`config.mk`:
```
export PLATFORM = sky130hd
export DESIGN_NAME = exu_issue_ctrl
export DESIGN_NICKNAME = d
export VERILOG_FILES = /design/src/rtl/exu_issue_ctrl.sv
export SDC_FILE = /design/constraint.sdc
export NUM_CORES = 1
export LEC_CHECK = 0
export ABC_CLOCK_PERIOD_IN_PS = 3700
export CAP_MARGIN = 15
export CORE_MARGIN = 1
export CORE_UTILIZATION = 46
export DETAILED_ROUTE_END_ITERATION = 10
export GPL_ROUTABILITY_DRIVEN = 0
export PLACE_DENSITY_LB_ADDON = 0.2
export SYNTH_ARGS = -nofsm -noshare
export SYNTH_HDL_FRONTEND = slang
export SYNTH_SLANG_ARGS = --single-unit
export TNS_END_PERCENT = 20
```
`constraint.sdc`:
```
create_clock -name clk -period 3.7 [get_ports clk]
set_input_delay 0.555 -clock clk [delete_from_list [all_inputs] [get_ports clk]]
set_output_delay 0.555 -clock clk [all_outputs]
set_load 0.1 [all_outputs]
```
`src/rtl/exu_issue_ctrl.sv`:
```
// Issue controller with a 32-entry register scoreboard: stalls decoded instructions on
// RAW/WAW hazards or exhausted write credits, and holds accepted ones in a one-entry issue register.
module exu_issue_ctrl #(
    parameter int MAX_INFLIGHT = 8
) (
    input  logic        clk,
    input  logic        rst,
    input  logic        dcd_valid,
    output logic        dcd_ready,
    input  logic [4:0]  dcd_lsrc1,
    input  logic [4:0]  dcd_lsrc2,
    input  logic [4:0]  dcd_ldst,
    input  logic        dcd_src1_en,
    input  logic        dcd_src2_en,
    input  logic        dcd_dst_en,
    output logic        iss_valid,
    input  logic        iss_ready,
    output logic [4:0]  iss_lsrc1,
    output logic [4:0]  iss_lsrc2,
    output logic [4:0]  iss_ldst,
    output logic        iss_dst_en,
    input  logic        wb0_valid,
    input  logic [4:0]  wb0_addr,
    input  logic        wb1_valid,
    input  logic [4:0]  wb1_addr,
    output logic [31:0] busy_vec,
    output logic [3:0]  inflight_cnt
);

    localparam logic [3:0] MAX_CNT = 4'(MAX_INFLIGHT);

    logic        iss_valid_q, iss_valid_d;
    logic [4:0]  iss_lsrc1_q, iss_lsrc1_d;
    logic [4:0]  iss_lsrc2_q, iss_lsrc2_d;
    logic [4:0]  iss_ldst_q, iss_ldst_d;
    logic        iss_dst_en_q, iss_dst_en_d;
    logic [31:0] busy_q, busy_d;
    logic [3:0]  cnt_q, cnt_d;

    logic hazard_s, credit_stall_s, ready_s, accept_s, set_s, clr0_s, clr1_s;

    // Hazard and credit checks use registered scoreboard state only (no writeback bypass).
    always_comb begin
        hazard_s = (dcd_src1_en && (dcd_lsrc1 != 5'd0) && busy_q[dcd_lsrc1])
                || (dcd_src2_en && (dcd_lsrc2 != 5'd0) && busy_q[dcd_lsrc2])
                || (dcd_dst_en  && (dcd_ldst  != 5'd0) && busy_q[dcd_ldst]);
        credit_stall_s = dcd_dst_en && (dcd_ldst != 5'd0) && (cnt_q == MAX_CNT);
        ready_s  = (!iss_valid_q || iss_ready) && !hazard_s && !credit_stall_s;
        accept_s = dcd_valid && ready_s;
        set_s    = accept_s && dcd_dst_en && (dcd_ldst != 5'd0);
        clr0_s   = wb0_valid && (wb0_addr != 5'd0);
        clr1_s   = wb1_valid && (wb1_addr != 5'd0);
    end

    // Next-state for the issue register, scoreboard and in-flight counter.
    always_comb begin
        iss_valid_d  = iss_valid_q;
        iss_lsrc1_d  = iss_lsrc1_q;
        iss_lsrc2_d  = iss_lsrc2_q;
        iss_ldst_d   = iss_ldst_q;
        iss_dst_en_d = iss_dst_en_q;
        busy_d       = busy_q;

        if (accept_s) begin
            iss_valid_d  = 1'b1;
            iss_lsrc1_d  = dcd_lsrc1;
            iss_lsrc2_d  = dcd_lsrc2;
            iss_ldst_d   = dcd_ldst;
            iss_dst_en_d = dcd_dst_en;
        end else if (iss_valid_q && iss_ready) begin
            iss_valid_d = 1'b0;
        end else begin
            iss_valid_d = iss_valid_q;
        end

        if (clr0_s) begin
            busy_d[wb0_addr] = 1'b0;
        end else begin
            busy_d = busy_d;
        end
        if (clr1_s) begin
            busy_d[wb1_addr] = 1'b0;
        end else begin
            busy_d = busy_d;
        end
        // Set is applied after the clears so it wins on a same-register collision.
        if (set_s) begin
            busy_d[dcd_ldst] = 1'b1;
        end else begin
            busy_d = busy_d;
        end
        busy_d[0] = 1'b0;

        cnt_d = cnt_q + {3'd0, set_s} - {3'd0, clr0_s} - {3'd0, clr1_s};
    end

    // State registers with synchronous reset.
    always_ff @(posedge clk) begin
        if (rst) begin
            iss_valid_q  <= 1'b0;
            iss_lsrc1_q  <= 5'd0;
            iss_lsrc2_q  <= 5'd0;
            iss_ldst_q   <= 5'd0;
            iss_dst_en_q <= 1'b0;
            busy_q       <= 32'd0;
            cnt_q        <= 4'd0;
        end else begin
            iss_valid_q  <= iss_valid_d;
            iss_lsrc1_q  <= iss_lsrc1_d;
            iss_lsrc2_q  <= iss_lsrc2_d;
            iss_ldst_q   <= iss_ldst_d;
            iss_dst_en_q <= iss_dst_en_d;
            busy_q       <= busy_d;
            cnt_q        <= cnt_d;
        end
    end

    assign dcd_ready    = ready_s;
    assign iss_valid    = iss_valid_q;
    assign iss_lsrc1    = iss_lsrc1_q;
    assign iss_lsrc2    = iss_lsrc2_q;
    assign iss_ldst     = iss_ldst_q;
    assign iss_dst_en   = iss_dst_en_q;
    assign busy_vec     = busy_q;
    assign inflight_cnt = cnt_q;

endmodule

```
* Word-level counts from Yosys, hierarchy flattened
Cells that the tools add are included.
** Cells by class
- $add $sub $neg :: 3
- Multiply operators :: 0
- Divide/modulo/power cells :: 0
- $lt $le $gt $ge :: 8
- Equality and inequality tests :: 1
- Shift operators :: 0
- Multiplexer cells :: 17
- Bitwise logic cells :: 5
- Reductions and logical operators :: 30
** Operator list (number)
- $mux 32 :: 3
- $and 32x32->32 :: 2
- $not 32->32 :: 2
- $or 32x32->32 :: 1
- $lt 5x6->1 const B :: 5
- $reduce_bool 5->1 :: 5
- $logic_and 1x1->1 :: 18
- $bmux 1 s5 :: 3
- $demux 1 s5 :: 3
- $ge 5x1->1 const B :: 3
- $mux 1 :: 8
- $sub 4x1->4 :: 2
- $add 4x1->4 :: 1
- $eq 4x4->1 const B :: 1
- $logic_not 1->1 :: 3
- $logic_or 1x1->1 :: 3
- $reduce_bool 2->1 :: 1
** Word-level totals
- Flip-flop bits (word level) :: 53
- Bits in latches :: 0
- Bits in writable memories :: 0
- Memory bits (read-only) :: 0
- Bits of input ports :: 34
- Memories kept :: 0

* Longest topological paths before layout
Gate-level depths: netlist of the first run.
- Depth after elaboration :: 14
- Depth in mapped cells :: 15
- Mapped depth without buffers :: 12

* Worst setup path after synthesis of the first run
No wires, ideal clock.
- Path kind :: register to output
- Start point :: register busy_q[23], in the netlist busy_vec[23]
- End point :: output dcd_ready
- Data arrival time :: 3.008 ns
- Required time :: 3.145 ns
- Slack :: 0.137 ns
- Stages on the path, launching flop included :: 8
- Cells stage by stage :: dfxtp_1 mux4_2 mux2_2 o2111ai_1 o311a_1 buf_4 buf_2 and3_1
** Between the ends
- Word-level cells in the longest chain between the ends :: 8
- Elaborated cells on any way between the ends :: 14
** RTL lines
- start, declared :: RTL line 37 : logic [31:0] busy_q, busy_d;
- start signal, assigned :: RTL line 113 : busy_q <= busy_d;
- $bmux 1 s5 (on tied branches) :: RTL line 44, 45
- $mux 1 (on tied branches) :: RTL line 44, 45
- $logic_and 1x1->1 (on tied branches) :: RTL line 44, 45
- $logic_or 1x1->1 :: RTL line 45 : || (dcd_src2_en && (dcd_lsrc2 != 5'd0) && busy_q[dcd_lsrc2])
- $logic_or 1x1->1 (*) :: RTL line 46 : || (dcd_dst_en && (dcd_ldst != 5'd0) && busy_q[dcd_ldst]);
- $logic_not 1->1 (*) :: RTL line 48 : ready_s = (!iss_valid_q || iss_ready) && !hazard_s && !credit_stall_s;
- $logic_and 1x1->1 (*) (2 in a row) :: RTL line 48
- end, declared :: RTL line 9 : output logic dcd_ready,
Every way passes the cells marked *; elsewhere a longest branch is shown, timed or not. The select of a mux whose other input is x is not followed.

* Final worst setup path of the first run
- Start point :: input dcd_lsrc1[0]
- End point :: output dcd_ready
** Between the ends
- Word-level cells in the longest chain between the ends :: 8
- Elaborated cells on any way between the ends :: 10
** RTL lines
- start, declared :: RTL line 10 : input logic [4:0] dcd_lsrc1,
- $bmux 1 s5 / $reduce_bool 5->1 (equally long branches) :: RTL line 44 : hazard_s = (dcd_src1_en && (dcd_lsrc1 != 5'd0) && busy_q[dcd_lsrc1])
- $mux 1 (not written as such) / $logic_and 1x1->1 (equally long branches) :: RTL line 44
- $logic_and 1x1->1 (*) :: RTL line 44
- $logic_or 1x1->1 (*) :: RTL line 45
- $logic_or 1x1->1 (*) :: RTL line 46
- $logic_not 1->1 (*) :: RTL line 48
- $logic_and 1x1->1 (*) (2 in a row) :: RTL line 48
Marked as above.

==> impl_metrics.json, run 1 <==
{
  "status": "finished clean",
  "fin_worst_skew_ps": 4.94,
  "drc": 0,
  "slowest_delay_ps": 710,
  "required_ps": 3140,
  "vias": 3864,
  "fin_util": 0.627,
  "overflow": 0,
  "reg2reg_slack_ps": 750,
  "nets": 515,
  "critPathMaxFanout": 17,
  "cp.arrival_ps": 2980,
  "fp.dieW_um": 90.5,
  "slew_viol_final": 0,
  "die_area_sq_mm": 0.00819,
  "final_cell_area_sq_mm": 0.00465,
  "setup_viol": 0,
  "timing.final.crit_share": 0.956,
  "clk_path_buf_depth": 2,
  "final_antenna_net_count": 0,
  "worstPathCellList": "clkdlybuf4s50_1, mux4_2, nor2b_1, o311a_1, buf_4, and3_1, buf_12",
  "first_global_vias": 3579,
  "p_per_area_mw_per_mm2": 366,
  "critPathSlowestCell": "clkdlybuf4s50_1",
  "crit_family": "buffers and inverters",
  "grt_antenna_before_repair": 0,
  "mostFrequentLayoutCells": "clkdlybuf4s50_1, dfxtp_1, o31ai_1",
  "dpl.hpwl_mm": 8.84,
  "place_ws_ps": -73.3,
  "synthesis.area_sq_mm": 0.00360,
  "grt_pass1_wl_mm": 19.6,
  "io_pins": 88,
  "fp-row-count": 31,
  "synth_cells": 403,
  "core-area_sq_mm": 0.00741,
  "start_util": 0.487,
  "synth_nets": 443,
  "path_clk_slew_ps": 90,
  "ctsHoldBuffers": 0,
  "port_buffers": 86,
  "p_leak_uw": 0.00160,
  "drv_cap": 0,
  "timing.hold.ws_ps": 475,
  "endpoint_kind": "output pin",
  "drive_above_1_share": 0.103,
  "first_pass_iters": 5,
  "clock_latency_ps": 300,
  "rsz0062_at_grt": "false",
  "numCtsBuffers": 5,
  "fin_setup_tns_ps": 0,
  "drt-initial-drc-count": 429,
  "synth-async-reset-ratio": 0,
  "nFillCells": 666,
  "seq_area_frac_synth": 0.289,
  "fmax_ghz": 0.283,
  "hold_path.class": "register to register",
  "wl_per_cell_um": 21.1,
  "relSlewSlack": 0.340,
  "final-hold-violation-count": 0,
  "worst_pin_slew_ps": 987,
  "insertedDiodeCount": 0,
  "cts_tree": "built",
  "period_needed_ps": 3540,
  "synth_cell_type_count": 45,
  "grt.total_usage": 0.299,
  "cts_max_level": 2,
  "peakVddDrop_mv": 0.184,
  "fin_ws_ps": 164,
  "grt_max_degree": 56,
  "wirelength_mm": 12.1,
  "final_common_cell": "clkdlybuf4s50_1",
  "yosysWarnings": 0,
  "area_delta_synth_final_pct": 28.9,
  "via_per_inst": 6.73,
  "dpl_cell_area_sq_mm": 0.00455,
  "synth_edf_count": 0,
  "die_h_um": 90.5,
  "cp_num_buf_inv": 3,
  "cp-start-kind": "input port",
  "ys_seq_elements": 52,
  "cts_sinks": 52,
  "cts-root-buf": "clkbuf_8",
  "criticalPathCategory": "input port to output pin",
  "synth.avg_cell_area_sq_um": 8.94,
  "synthFlopType": "dfxtp_1"
}
[Yosys cell counts, types with 4 or more instances]
library cell	number	area share
and3_1	5	0.0087
mux2_2	5	0.016
nand4_1	15	0.026
clkbuf_1	20	0.021
mux2i_1	21	0.058
a31oi_1	6	0.010
mux4_2	13	0.081
nor2b_1	16	0.028
ha_1	4	0.014
nor2_1	19	0.020
nand3b_1	36	0.075
nor3_1	9	0.012
inv_1	6	0.0062
o31ai_1	44	0.092
buf_6	4	0.012
a21oi_1	20	0.028
nand3_1	6	0.0083
buf_2	11	0.015
dfxtp_1	52	0.29
nand2_1	20	0.021
nor3b_1	4	0.0083
a22oi_1	32	0.067
[worst reg2reg max path, delay by kind of cell, from the launching register on]
| family | cells | cell delay (ps) |
|---|---|---|
| fa+ha+maj | 3 | 740 |
| compound gates | 2 | 550 |
| flops | 1 | 400 |
| mux | 2 | 770 |
| simple gates | 3 | 360 |
[metal layers]
| metal | part of all wire | vias to the layer above | global-route usage | routed length, um |
|---|---|---|---|---|
| li1 | - | 1705 | - | - |
| met1 | 0.40 | 1828 | 0.417 | 4880 |
| met2 | 0.45 | 289 | 0.452 | 5470 |
| met3 | 0.11 | 42 | 0.0522 | 1320 |
| met4 | 0.035 | 0 | 0.130 | 417 |
| met5 | 0 | - | 0 | 0 |
[what timing repair did]
| item | CTS | global route |
|---|---|---|
| endpoints found under the hold margin | 0 | 0 |
| pin swaps | 0 | 0 |
| setup endpoints to repair | 1 | 1 |
| gates resized for setup | 1 | 1 |
| buffers inserted | 0 | 0 |
| cloned | 0 | 0 |
[logic make-up (layout without fill, tap and decap cells)]
family / Yosys count / count (layout) / share of synthesized area
and+or+nand+nor: 142 / 142 / 0.234
AOI/OAI and AO/OA: 116 / 116 / 0.230
DFF: 52 / 52 / 0.289
buffers and inverters: 46 / 118 / 0.0635
muxes: 39 / 39 / 0.155
adders and majority gates: 6 / 6 / 0.0250
other: 1 / 1 / 0.00104
xor gates and xnor gates: 1 / 1 / 0.00243
[area by class of cell]
class | count | area [sq um] | share of cell area
clock buffers | 7 | 96.3 | 0.0207
flip-flops and latches | 52 | 1040 | 0.224
repair buffers | 105 | 1030 | 0.221
inverters | 6 | 22.5 | 0.00485
well taps | 99 | 124 | 0.0267
multi-input cells | 305 | 2330 | 0.503
[state kept, by name, summed over array words and instances, names as in the netlist]
register	cells
iss_lsrc2	5
iss_valid	1
iss_dst_en	1
busy_vec	31
iss_lsrc1	5
iss_ldst	5
inflight_cnt	4
[path summary, 6_finish.rpt]
kind,end,from,depth (start not counted)
worst min register to register,iss_lsrc1[3],iss_lsrc1[3],2
worst min-delay path,iss_lsrc1[3],iss_lsrc1[3],2
worst max-delay path,dcd_ready,dcd_lsrc1[0],7
worst max register to register,inflight_cnt[2],busy_vec[22],10
[through the flow]
stage | power [uW] | std cells
detailed placement | 1360 | 567
global placement | 1340 | 567
floorplan | 1170 | 403
CTS | 1700 | 574
global route | 1780 | 574
finish | 1700 | 574
[power breakdown]
part | switching (uW) | internal [uW] | total, uW
clock network | 182 | 167 | 349
registers | 24.5 | 596 | 621
logic | 508 | 222 | 730
Power figures use the tool's default switching activity.
==> inputs of run 2 (changes only) <==
--- a/config.mk
+++ b/config.mk
@@ -7,8 +7,10 @@
 export LEC_CHECK = 0
 export ABC_CLOCK_PERIOD_IN_PS = 3700
 export CAP_MARGIN = 15
+export CELL_PAD_IN_SITES_DETAIL_PLACEMENT = 0
+export CELL_PAD_IN_SITES_GLOBAL_PLACEMENT = 1
 export CORE_MARGIN = 1
-export CORE_UTILIZATION = 46
+export CORE_UTILIZATION = 37
 export DETAILED_ROUTE_END_ITERATION = 10
 export GPL_ROUTABILITY_DRIVEN = 0
 export PLACE_DENSITY_LB_ADDON = 0.2
==> run 2 against run 1 <==
Effect of this change: utilization down 12 points; sequential share of layout area fell by 0.33 points; largest power group unchanged; largest cell class unchanged; first-iteration DRC count shrank 46%; clock-buffer cell count shrank 2; combinational power hardly changed; via count decreased by 5.0%; design area is 1.5% higher; setup slack improved by 13 ps.
==> impl_metrics.json, run 2 (synthesized netlist as in run 1, its figures left out) <==
{
  "status": "finished clean",
  "endpoint_kind": "output pin",
  "wirelength_mm": 12.3,
  "largest_reg_flops": 31,
  "overflow": 0,
  "insertedDiodeCount": 0,
  "p_comb_frac": 0.431,
  "drv_cap": 0,
  "drive_above_1_share": 0.114,
  "setup_viol": 0,
  "cp-start-kind": "input port",
  "clk_path_buf_depth": 2,
  "fin_util": 0.506,
  "hold_depth": 2,
  "hold_path.class": "register to register",
  "p_switching_uw": 735,
  "critPathMaxFanout": 17,
  "criticalPathCategory": "input port to output pin",
  "final-hold-violation-count": 0,
  "first_pass_iters": 5,
  "cts-root-buf": "clkbuf_8",
  "grt.total_usage": 0.253,
  "path_clk_slew_ps": 100,
  "clkPwrFrac": 0.202,
  "grt_pass1_wl_mm": 19.7,
  "wl_per_cell_um": 20.1,
  "r2r_end": "inflight_cnt[2]",
  "mostFrequentLayoutCells": "clkdlybuf4s50_1, dfxtp_1, o31ai_1",
  "cts_max_level": 2,
  "ff2ff_path_depth": 11,
  "final_antenna_net_count": 0,
  "io_pins": 88,
  "die_h_um": 101,
  "worst_pin_slew_ps": 980,
  "internal-power_uw": 956,
  "final_common_cell": "clkdlybuf4s50_1",
  "drc": 0,
  "grt_max_degree": 56,
  "p_leak_uw": 0.00162,
  "fmax_ghz": 0.284,
  "netSwitchingFraction": 0.434,
  "fp.dieW_um": 101,
  "fin_worst_skew_ps": 14.6,
  "slew_viol_final": 0,
  "fp-row-count": 35,
  "peakVddDrop_mv": 0.266,
  "first_global_vias": 3626,
  "p_seq_frac": 0.367,
  "reg2reg_slack_ps": 790,
  "timing.final.crit_share": 0.952,
  "die_area_sq_mm": 0.0101,
  "clock_latency_ps": 320,
  "nets": 520,
  "cts_tree": "built",
  "grt_antenna_before_repair": 0,
  "start_util": 0.386,
  "cts_sinks": 52,
  "p_per_area_mw_per_mm2": 359,
  "required_ps": 3140,
  "numCtsBuffers": 5,
  "port_buffers": 86,
  "reg2reg_from": "busy_vec[23]",
  "ctsHoldBuffers": 0,
  "core-area_sq_mm": 0.00933,
  "relSlewSlack": 0.345,
  "stdcell_count": 610,
  "via_per_inst": 6.02,
  "area_delta_synth_final_pct": 30.8,
  "rsz0062_at_grt": "false",
  "drt-initial-drc-count": 233,
  "hp-start": "iss_lsrc1[2]",
  "period_needed_ps": 3520,
  "vias": 3671,
  "min_to": "iss_lsrc1[2]",
  "dpl.hpwl_mm": 9.28,
  "fin_setup_tns_ps": 0,
  "dp.cells": 601,
  "cp.arrival_ps": 2970
}
run 2: changes by cell type in the layout (fill, tap and decap cells not counted):
cell             delta
buf_4               +5
inv_6               +1
clkdlybuf4s50_1     +1
dlygate4sd2_1       -1
clkbuf_8            -2
clkinv_2            +1
clkinvlp_4          +1
run 2: layout make-up:
type,count,area [sq um]
Tap cell,129,161
Clock buffer,5,68.8
Timing Repair Buffer,110,1070
Fill cell,902,4610
Multi-Input combinational cell,305,2330
Sequential cell,52,1040
Inverter,6,22.5
Clock inverter,3,21.3
run 2: how the worst max path moves through the flow:
stage | endpoint | start | cells past startpoint
3_3_place_gp | dcd_ready | dcd_lsrc1[1] | 8
5_1_grt | dcd_ready | dcd_lsrc1[3] | 9
2_1_floorplan | dcd_ready | busy_vec[23] | 7
3_5_place_dp | dcd_ready | dcd_lsrc1[1] | 8
6_report | dcd_ready | dcd_lsrc1[3] | 9
4_1_cts | dcd_ready | dcd_lsrc1[1] | 8
run 2: timing repair:
action | CTS | global route
buffers inserted | 1 | 0
setup endpoints to repair | 1 | 1
resized for setup | 0 | 1
pin swaps | 1 | 0
run 2: critical path: stages:
cell	delay, ps
clkdlybuf4s50_1	620
nor2b_1	80
a2111oi_0	430
a221oi_1	110
a21oi_1	230
o311a_1	260
buf_4	230
and3_1	260
buf_12	190
run 2: routing by layer:
metal	vias to the layer above	wire length [um]	part of all wire	track usage
met5	-	0	0	0
met2	164	5460	0.45	0.398
met1	1770	5800	0.47	0.351
met4	0	245	0.020	0.0870
li1	1722	-	-	-
met3	15	758	0.062	0.0395
run 2: metrics by stage:
stage | setup WS (ps) | total power (uW) | cell area (sq um) | hold WS (ps)
global placement | 36.4 | 1350 | 4610 | 458
finish | 177 | 1690 | 4720 | 476
floorplan | 137 | 1170 | 3600 | 705
global route | 7.46 | 1770 | 4720 | 500
detailed placement | -1.43 | 1360 | 4620 | 467
CTS | 59.6 | 1700 | 4710 | 483
run 2: power by group through the flow:
| stage | combinational (uW) | clock [uW] | sequential [uW] |
|---|---|---|---|
| 4_1_cts | 731 | 348 | 621 |
| 3_5_place_dp | 727 | 0 | 634 |
| 3_3_place_gp | 719 | 0 | 633 |
| 6_report | 730 | 342 | 620 |
| 2_1_floorplan | 281 | 0 | 888 |
| 5_1_grt | 777 | 366 | 626 |
==> inputs of run 3 (changes only) <==
--- a/config.mk
+++ b/config.mk
@@ -11,10 +11,11 @@
 export CELL_PAD_IN_SITES_GLOBAL_PLACEMENT = 1
 export CORE_MARGIN = 1
 export CORE_UTILIZATION = 37
+export CTS_CLUSTER_SIZE = 30
 export DETAILED_ROUTE_END_ITERATION = 10
 export GPL_ROUTABILITY_DRIVEN = 0
 export PLACE_DENSITY_LB_ADDON = 0.2
 export SYNTH_ARGS = -nofsm -noshare
 export SYNTH_HDL_FRONTEND = slang
 export SYNTH_SLANG_ARGS = --single-unit
-export TNS_END_PERCENT = 20
+export TNS_END_PERCENT = 1
==> results of run 3 <==
Final layout, timing and power as in run 2 (identical DEF).
